[config.mk]
export PLATFORM = sky130hd
export DESIGN_NAME = target_scheduler
export DESIGN_NICKNAME = d
export VERILOG_FILES = /design/src/rtl/target_scheduler.sv
export SDC_FILE = /design/constraint.sdc
export NUM_CORES = 1
export LEC_CHECK = 0
export BUFFER_PORTS_ARGS = -buffer_cell sky130_fd_sc_hd__buf_4
export CAP_MARGIN = 15
export CORE_MARGIN = 5
export CORE_UTILIZATION = 40
export DETAILED_ROUTE_END_ITERATION = 12
export GPL_ROUTABILITY_DRIVEN = 1
export GPL_TIMING_DRIVEN = 1
export MAX_ROUTING_LAYER = met4
export PLACE_DENSITY = 0.56
export SLEW_MARGIN = 20
export SYNTH_ARGS = -nofsm -noshare
export SYNTH_HDL_FRONTEND = slang
export SYNTH_SLANG_ARGS = --single-unit
export TNS_END_PERCENT = 20
[constraint.sdc]
create_clock -name clk -period 5.1 [get_ports clk]
set_input_delay 0.255 -clock clk [delete_from_list [all_inputs] [get_ports clk]]
set_output_delay 0.255 -clock clk [all_outputs]
set_load 0.01 [all_outputs]
[src/rtl/target_scheduler.sv]
// Target scheduler: picks a detected 3x3 grid cell round-robin, hands it to the
// servo, waits for the aim, confirms the target over several frames, then fires.
module target_scheduler #(
    parameter int unsigned DWELL_FRAMES = 30,
    parameter int unsigned FIRE_CYCLES  = 100,
    parameter int unsigned AIM_TIMEOUT  = 50000
) (
    input  logic       clk,
    input  logic       reset,
    input  logic       enable,
    input  logic       frame_end,
    input  logic [8:0] zone_hit,
    output logic       cmd_valid,
    output logic [3:0] cmd_zone,
    input  logic       cmd_ready,
    input  logic       aim_done,
    output logic       fire,
    output logic [3:0] active_zone,
    output logic       busy,
    output logic       timeout
);

    localparam int unsigned ZONES      = 9;
    localparam int unsigned ZONE_W     = 4;
    localparam int unsigned DWELL_W    = 8;
    localparam int unsigned TIMER_W    = 16;
    localparam logic [ZONE_W-1:0]  NO_ZONE    = 4'hF;
    localparam logic [ZONE_W-1:0]  FIRST_LAST = ZONE_W'(ZONES - 1);
    localparam logic [DWELL_W-1:0] DWELL_LAST = DWELL_W'(DWELL_FRAMES - 1);
    localparam logic [TIMER_W-1:0] AIM_LAST   = TIMER_W'(AIM_TIMEOUT - 1);
    localparam logic [TIMER_W-1:0] FIRE_LAST  = TIMER_W'(FIRE_CYCLES - 1);

    typedef enum logic [2:0] {
        S_IDLE,
        S_SELECT,
        S_ISSUE,
        S_AIM,
        S_DWELL,
        S_FIRE
    } state_t;

    state_t              state;
    logic [ZONES-1:0]    hit_mask;
    logic [ZONE_W-1:0]   last_zone;
    logic [TIMER_W-1:0]  aim_timer;
    logic [DWELL_W-1:0]  frame_cnt;
    logic [TIMER_W-1:0]  fire_cnt;

    logic [ZONE_W:0]     rr_sum;
    logic [ZONE_W-1:0]   rr_cand;
    logic [ZONE_W-1:0]   rr_zone;
    logic                rr_found;

    // Round-robin search: first set cell of hit_mask starting just after last_zone
    always_comb begin
        rr_sum   = '0;
        rr_cand  = '0;
        rr_zone  = '0;
        rr_found = 1'b0;
        for (int i = 1; i <= int'(ZONES); i++) begin
            rr_sum = (ZONE_W+1)'(last_zone) + (ZONE_W+1)'(i);
            if (rr_sum >= (ZONE_W+1)'(ZONES)) begin
                rr_sum = rr_sum - (ZONE_W+1)'(ZONES);
            end
            rr_cand = rr_sum[ZONE_W-1:0];
            if (!rr_found && hit_mask[rr_cand]) begin
                rr_zone  = rr_cand;
                rr_found = 1'b1;
            end
        end
    end

    // Scheduler FSM with registered outputs; every exit to IDLE clears busy and the overlay
    always_ff @(posedge clk or posedge reset) begin
        if (reset) begin
            state       <= S_IDLE;
            cmd_valid   <= 1'b0;
            cmd_zone    <= '0;
            fire        <= 1'b0;
            timeout     <= 1'b0;
            busy        <= 1'b0;
            active_zone <= NO_ZONE;
            last_zone   <= FIRST_LAST;
            hit_mask    <= '0;
            aim_timer   <= '0;
            frame_cnt   <= '0;
            fire_cnt    <= '0;
        end else begin
            timeout <= 1'b0;
            case (state)
                S_IDLE: begin
                    if (frame_end && enable && (zone_hit != '0)) begin
                        hit_mask <= zone_hit;
                        busy     <= 1'b1;
                        state    <= S_SELECT;
                    end
                end
                S_SELECT: begin
                    if (!enable || !rr_found) begin
                        busy  <= 1'b0;
                        state <= S_IDLE;
                    end else begin
                        cmd_zone    <= rr_zone;
                        active_zone <= rr_zone;
                        cmd_valid   <= 1'b1;
                        state       <= S_ISSUE;
                    end
                end
                S_ISSUE: begin
                    // Handshake always completes; enable only decides where we go next
                    if (cmd_ready) begin
                        cmd_valid <= 1'b0;
                        aim_timer <= '0;
                        if (enable) begin
                            state <= S_AIM;
                        end else begin
                            busy        <= 1'b0;
                            active_zone <= NO_ZONE;
                            state       <= S_IDLE;
                        end
                    end
                end
                S_AIM: begin
                    if (!enable) begin
                        busy        <= 1'b0;
                        active_zone <= NO_ZONE;
                        state       <= S_IDLE;
                    end else if (aim_done) begin
                        frame_cnt <= '0;
                        state     <= S_DWELL;
                    end else if (aim_timer == AIM_LAST) begin
                        timeout     <= 1'b1;
                        busy        <= 1'b0;
                        active_zone <= NO_ZONE;
                        state       <= S_IDLE;
                    end else begin
                        aim_timer <= aim_timer + TIMER_W'(1);
                    end
                end
                S_DWELL: begin
                    if (!enable) begin
                        busy        <= 1'b0;
                        active_zone <= NO_ZONE;
                        state       <= S_IDLE;
                    end else if (frame_end) begin
                        if (!zone_hit[cmd_zone]) begin
                            busy        <= 1'b0;
                            active_zone <= NO_ZONE;
                            state       <= S_IDLE;
                        end else if (frame_cnt == DWELL_LAST) begin
                            fire     <= 1'b1;
                            fire_cnt <= '0;
                            state    <= S_FIRE;
                        end else begin
                            frame_cnt <= frame_cnt + DWELL_W'(1);
                        end
                    end
                end
                S_FIRE: begin
                    // Pulse runs to completion regardless of enable
                    if (fire_cnt == FIRE_LAST) begin
                        fire        <= 1'b0;
                        last_zone   <= cmd_zone;
                        busy        <= 1'b0;
                        active_zone <= NO_ZONE;
                        state       <= S_IDLE;
                    end else begin
                        fire_cnt <= fire_cnt + TIMER_W'(1);
                    end
                end
                default: begin
                    cmd_valid   <= 1'b0;
                    fire        <= 1'b0;
                    busy        <= 1'b0;
                    active_zone <= NO_ZONE;
                    state       <= S_IDLE;
                end
            endcase
        end
    end

endmodule

# [After elaboration in Yosys (flattened, before gate mapping)]
# Index checks and enable logic that the tools add are counted.
[totals] reg_bits=68 inputBits=15 out_inout_bits=12 word_cells=238
[op_classes] addsub=21 magnitude_cmp=19 eq_ne=30 n_mux=113 n_bitwise=4 reduce_logical=39
[op_table] cell="$mux 16" n=9
[op_table] cell="$mux 4" n=28
[op_table] cell="$pmux 16 s2" n=2
[op_table] cell="$lt 4x5->1 const B" n=10
[op_table] cell="$mux 8" n=6
[op_table] cell="$ge 5x4->1 const B" n=9
[op_table] cell="$bmux 1 s4" n=10
[op_table] cell="$mux 1" n=40
[op_table] cell="$sub 4x4->4 const B" n=9
[op_table] cell="$add 16x1->16 const B" n=2
[op_table] cell="$ne 2x2->1 const B" n=16
[op_table] cell="$mux 3" n=10
[op_table] cell="$pmux 4 s6" n=1
[op_table] cell="$add 4x3->5 const B" n=4
[op_table] cell="$pmux 3 s6" n=1
[op_table] cell="$reduce_and 6->1" n=3
[op_table] cell="$reduce_and 9->1" n=2
[op_table] cell="$eq 16x16->1 const B" n=1
[op_table] cell="$eq 16x7->1 const B" n=1
[op_table] cell="$pmux 8 s2" n=1
[op_table] cell="$ne 3x3->1 const B" n=4
[op_table] cell="$add 4x2->5 const B" n=2
[op_table] cell="$add 4x4->5 const B" n=2
[op_table] cell="$logic_and 1x1->1" n=10
[op_table] cell="21 further kinds" n=43

# [Logic depth before layout (Yosys ltp)]
[depth] depth_word=34 ltp_mapped=18 ltp_nobuf=14

# [Least setup slack after synthesis]
# Ideal clock, no wire load.
[synth_path] kind="flip-flop to flip-flop" startpoint="reg last_zone[0]" endpoint="reg active_zone[0]" arrival_time_ns=4.093 required_ns=5.006 path_slack_ns=0.913 path_stages_with_launch=19 path_cell_list="dfrtp_1 -> buf_6 -> clkinv_1 -> clkbuf_1 -> ha_1 -> clkbuf_1 -> nor2b_1 -> o21ai_0 -> a31oi_2 -> mux2i_1 -> nor2_1 -> o21a_1 -> or3_1 -> clkbuf_1 -> nor4_2 -> buf_4 -> a31oi_2 -> o31ai_4 -> a211oi_1"
[synth_between] elab_chain_len=34
[synth_lines] element="start: declaration" line="44" rtl="logic [ZONE_W-1:0] last_zone;"
[synth_lines] element="start signal: assignment" line="163" rtl="last_zone <= cmd_zone;"
[synth_lines] element="$add 4x1->5" line="61" rtl="rr_sum = (ZONE_W+1)'(last_zone) + (ZONE_W+1)'(i);"
[synth_lines] element="$sub 4x4->4 / $ge 5x4->1 (equally long branches)" line="63, 62"
[synth_lines] element="$mux 4" line="62" rtl="if (rr_sum >= (ZONE_W+1)'(ZONES)) begin"
[synth_lines] element="$bmux 1 s4" line="66" rtl="if (!rr_found && hit_mask[rr_cand]) begin"
[synth_lines] element="$mux 1 (not written as such)" line="66"
[synth_lines] element="$mux 1" line="66"
[synth_lines] element="$logic_not 1->1" line="66"
[synth_lines] element="$logic_and 1x1->1" line="66"
[synth_lines] element="[18 not listed]"
[synth_lines] element="$mux 1" line="66"
[synth_lines] element="$logic_not 1->1" line="66"
[synth_lines] element="$logic_and 1x1->1" line="66"
[synth_lines] element="$mux 1" line="66"
[synth_lines] element="$logic_not 1->1" line="99" rtl="if (!enable || !rr_found) begin"
[synth_lines] element="$logic_or 1x1->1" line="99"
[synth_lines] element="$ne 2x2->1 (no source line)"
[synth_lines] element="$reduce_and 9->1 (no source line)"
[synth_lines] element="end signal: assignment" line="104" rtl="active_zone <= rr_zone;"
[synth_lines] element="end: declaration" line="18" rtl="output logic [3:0] active_zone,"
# Parallel ways exist; a longest one is shown, timed or not. The select of a mux whose other input is x is not followed.
# A chain may end at the register's enable or synchronous reset.

# [Worst setup path in the final report]
[layout_path] startpoint="reg last_zone[0]" endpoint="reg cmd_zone[0]"
[layout_between] elab_chain_len=34
[layout_lines] element="$add 4x1->5" line="61"
[layout_lines] element="$sub 4x4->4 / $ge 5x4->1 (equally long branches)" line="63, 62"
[layout_lines] element="$mux 4" line="62"
[layout_lines] element="$bmux 1 s4" line="66"
[layout_lines] element="$mux 1 (not written as such)" line="66"
[layout_lines] element="$mux 1" line="66"
[layout_lines] element="$logic_not 1->1" line="66"
[layout_lines] element="$logic_and 1x1->1" line="66"
[layout_lines] element="[18 not listed]"
[layout_lines] element="$mux 1" line="66"
[layout_lines] element="$logic_not 1->1" line="66"
[layout_lines] element="$logic_and 1x1->1" line="66"
[layout_lines] element="$mux 1" line="66"
[layout_lines] element="$logic_not 1->1" line="99"
[layout_lines] element="$logic_or 1x1->1" line="99"
[layout_lines] element="$not 1->1 (no source line)"
[layout_lines] element="$reduce_and 2->1 (no source line)"
[layout_lines] element="end signal: assignment" line="103" rtl="cmd_zone <= rr_zone;"
[layout_lines] element="end: declaration" line="14" rtl="output logic [3:0] cmd_zone,"
# Parallel ways exist; a longest one is shown, timed or not. The select of a mux whose other input is x is not followed.

==> impl_metrics.tcl <==
set metrics [dict create \
    tns_ns 0 \
    syn_nets 896 \
    holdWs_ns -0.00342 \
    dpl.hpwl_um 15900 \
    grt_antenna_before_repair 0 \
    cts_buffer_depth 2 \
    synth_edf_count 0 \
    nFillCells 1710 \
    cts_sinks 68 \
    ys.flop_type "dfrtp_1" \
    crit_arrival_ns 4.82 \
    track_usage_pct 22.1 \
    yosys.area_share.adder_pct 4.34 \
    drc 0 \
    cts-buffers-inserted 9 \
    p_sw_share_pct 42.9 \
    p_switching_mw 1.11 \
    setup_viol 0 \
    ctsHoldBuffers 0 \
    register_area_mm2 0.00171 \
    status "finished with violations" \
    violations "hold timing" \
    fin_cells 1095 \
    synthArstFlopShare_pct 100 \
    drt_first_pass_iters 5 \
    gp_congestion 0.989 \
    power_frac_seq_pct 34.9 \
    cts.clk_slew.worst_paths_ns 0.06 \
    grt_first_pass_wirelength_um 34500 \
    netlist_area_mm2 0.00693 \
    fp.dieH_um 142 \
    critical_path_required_ns 5.30 \
    synthSimpleGateAreaFrac_pct 26.8 \
    maxSlewViolCount 0 \
    seq_area_frac_synth_pct 24.7 \
    crit_path_start_kind "flip-flop" \
    post-route-min-period_ns 4.62 \
    cts_tree "yes" \
    worst_pin_slew_ns 1.03 \
    fin_crit_sh_pct 90.6 \
    die_area_mm2 0.0200 \
    min_path_type "primary input to async pin" \
    synth.yosys.warnings 0 \
    wirelength_um 21300 \
    drt_iter0_drc 621 \
    timing.final.ws_setup_ns 0.481 \
    muxShareOfSynthArea_pct 8.56 \
    rr_startpoint "last_zone[0]$_DFFE_PP0P_" \
    synthTopCellsByArea "dfrtp_1, nand2_1, ha_1" \
    routedWlPerCell_um 19.5 \
    grt_max_degree 41 \
    synth_top_area_share_pct 22.8 \
    syn_inst 857 \
    gr-total-overflow 0 \
    drive_gt1_share_pct 13.8 \
    num_vias 6637 \
    avgViaCountPerCell 6.06 \
    coreArea_mm2 0.0171 \
    initial_core_util_pct 40.5 \
    fmax_mhz 216 \
    fin_skew_ns 0.00956 \
    hold_viol 3 \
    area_delta_synth_final_pct 9.81 \
    synth_top_family_by_area "simple AND/OR/NAND/NOR gates" \
    clkPwrFrac_pct 22.4 \
    cts_root_buf "clkbuf_16" \
    rsz0062_at_grt "false" \
    drv_cap 0 \
    synth-xor-area-share_pct 5.67 \
    die_x_um 142 \
    place_ws_ns 0.588 \
    cts_setup_buffers 0 \
    p_per_area_mw_per_mm2 339 \
    first_global_vias 6125 \
    placedCellCount 1079 \
    yosysTopAreaCell "dfrtp_1" \
    pin_count 27 \
    syn_avg_cell_area_um2 8.08 \
    htree_levels 3 \
    antenna-diode-count 0 \
    clock_latency_ns 0.35 \
    cp_max_fo 23 \
    multi_input_area_mm2 0.00491 \
    cp-startpoint "last_zone[0]$_DFFE_PP0P_" \
    vdd_drop_max_uv 268 \
    cellLeakagePower_nw 2.99 \
    combPwrFrac_pct 42.7 \
    finalNetCount 904 \
    synth_compound_area_share_pct 25.3 \
    slew_headroom_pct 30.9 \
    synth_seq_cells 68 \
    portBuffers 26 \
    ant_nets 0 \
    row_count 48 \
    cts_resized 0 \
    power.internal_mw 1.47 \
    utilization_pct 44.4 \
    endpoint_kind "flip-flop" \
    critPathKind "flip-flop to flip-flop" \
    ys_types 96 \
]
stage by stage:
stage / hold WS [ns] / total power, mW / instance area, um2
2_1_floorplan: 0.372 / 1.60 / 6930
6_report: -0.00342 / 2.58 / 7610
3_3_place_gp: 0.379 / 1.99 / 7330
3_5_place_dp: 0.393 / 1.99 / 7340
4_1_cts: 0.0188 / 2.58 / 7610
5_1_grt: 0.0663 / 2.75 / 7610
worst max-delay path: stages (launching register included):
cell	delay, ns
dfrtp_2	0.42
buf_4	0.28
ha_1	0.56
nor3b_1	0.38
mux2i_1	0.12
a311oi_1	0.66
nand3_1	0.15
nor4b_1	0.65
a211oi_4	0.14
nand3_2	0.15
nor4_2	0.06
buf_4	0.19
nor4_1	0.58
nor3_1	0.13
synthesized netlist by cell type (all sizes together) (6+ instances only):
cell type and number:
clkbuf 25, mux2 12, ha 24, a21boi 6, o22ai 6, o31ai 6
o21ai 56, nor3 18, nand2 87, inv 23, nand2b 26, a211oi 13
dfrtp 63, nor3b 8, a221oi 7, and4 6, and2 10, nand4 13
xnor2 19, or4 6, or2 7, nand3 31, o21a 7, buf 24
xor2 25, nor4 13, a21o 10, o211ai 9, a22oi 6, nor2 77
mux4 7, or3 10, mux2i 30, and3 8, a21oi 49, a31oi 8
nor2b 16
sequential cells by signal, indices dropped and copies added, names as in the netlist:
register     flops
state            3
fire             1
aim_timer       16
cmd_zone         4
hit_mask         9
cmd_valid        1
last_zone        4
frame_cnt        8
timeout          1
busy             1
active_zone      4
fire_cnt        16
cell type report:
type                            count  share of cell area, %
Multi-Input combinational cell    716                   64.6
Clock buffer                       10                   3.01
Tap cell                          225                   3.70
Clock inverter                      6                  0.543
Sequential cell                    68                   22.5
Inverter                           24                   1.18
Timing Repair Buffer               46                   4.54
routing by layer:
layer | wire length, um | global-route usage, %
met5 | 0 | -
met4 | 309 | 5.66
met3 | 1660 | 5.66
met2 | 9050 | 30.5
met1 | 10300 | 32.1
layout by cell type (no fill, tap or decap), drive strengths merged, types with 16 or more instances in the layout:
cell    Yosys  routed
dfrtp      63      63
o21ai      56      56
inv        23      24
nor2       77      77
nor3       18      18
buf        24      46
nand2b     26      26
mux2i      30      30
nor2b      16      16
a21oi      49      49
xor2       25      25
xnor2      19      19
ha         24      24
nand2      87      87
nand3      31      31
power by group through the flow:
stage	registers, mW	logic [mW]	clock network [mW]
2_1_floorplan	0.758	0.844	0
6_report	0.899	1.10	0.578
4_1_cts	0.895	1.10	0.592
3_5_place_dp	0.905	1.09	0
5_1_grt	0.920	1.21	0.619
3_3_place_gp	0.904	1.09	0
path summary, 6_finish.rpt:
kind | endpoint | cells after the start | slack (ns)
min in group clk | hit_mask[7]$_DFFE_PP0P_ | 3 | 0.15
max in group asynchronous | last_zone[0]$_DFFE_PP0P_ | 3 | 4.11
worst min-delay path | frame_cnt[5]$_DFFE_PP0P_ | 2 | -0.003
worst min register to register | active_zone[2]$_DFFE_PP1P_ | 2 | 0.46
worst max register to register | cmd_zone[0]$_DFFE_PP0P_ | 13 | 0.48
worst max-delay path | cmd_zone[0]$_DFFE_PP0P_ | 13 | 0.48
cell families after synthesis:
logic type | after synthesis
adder cells (fa/ha/maj) | 24
XOR/XNOR | 44
AO/OA/AOI/OAI | 243
flip-flops | 68
AND/OR/NAND/NOR | 356
multiplexers | 49
buffers and inverters | 73
Power figures use the tool's default switching activity.
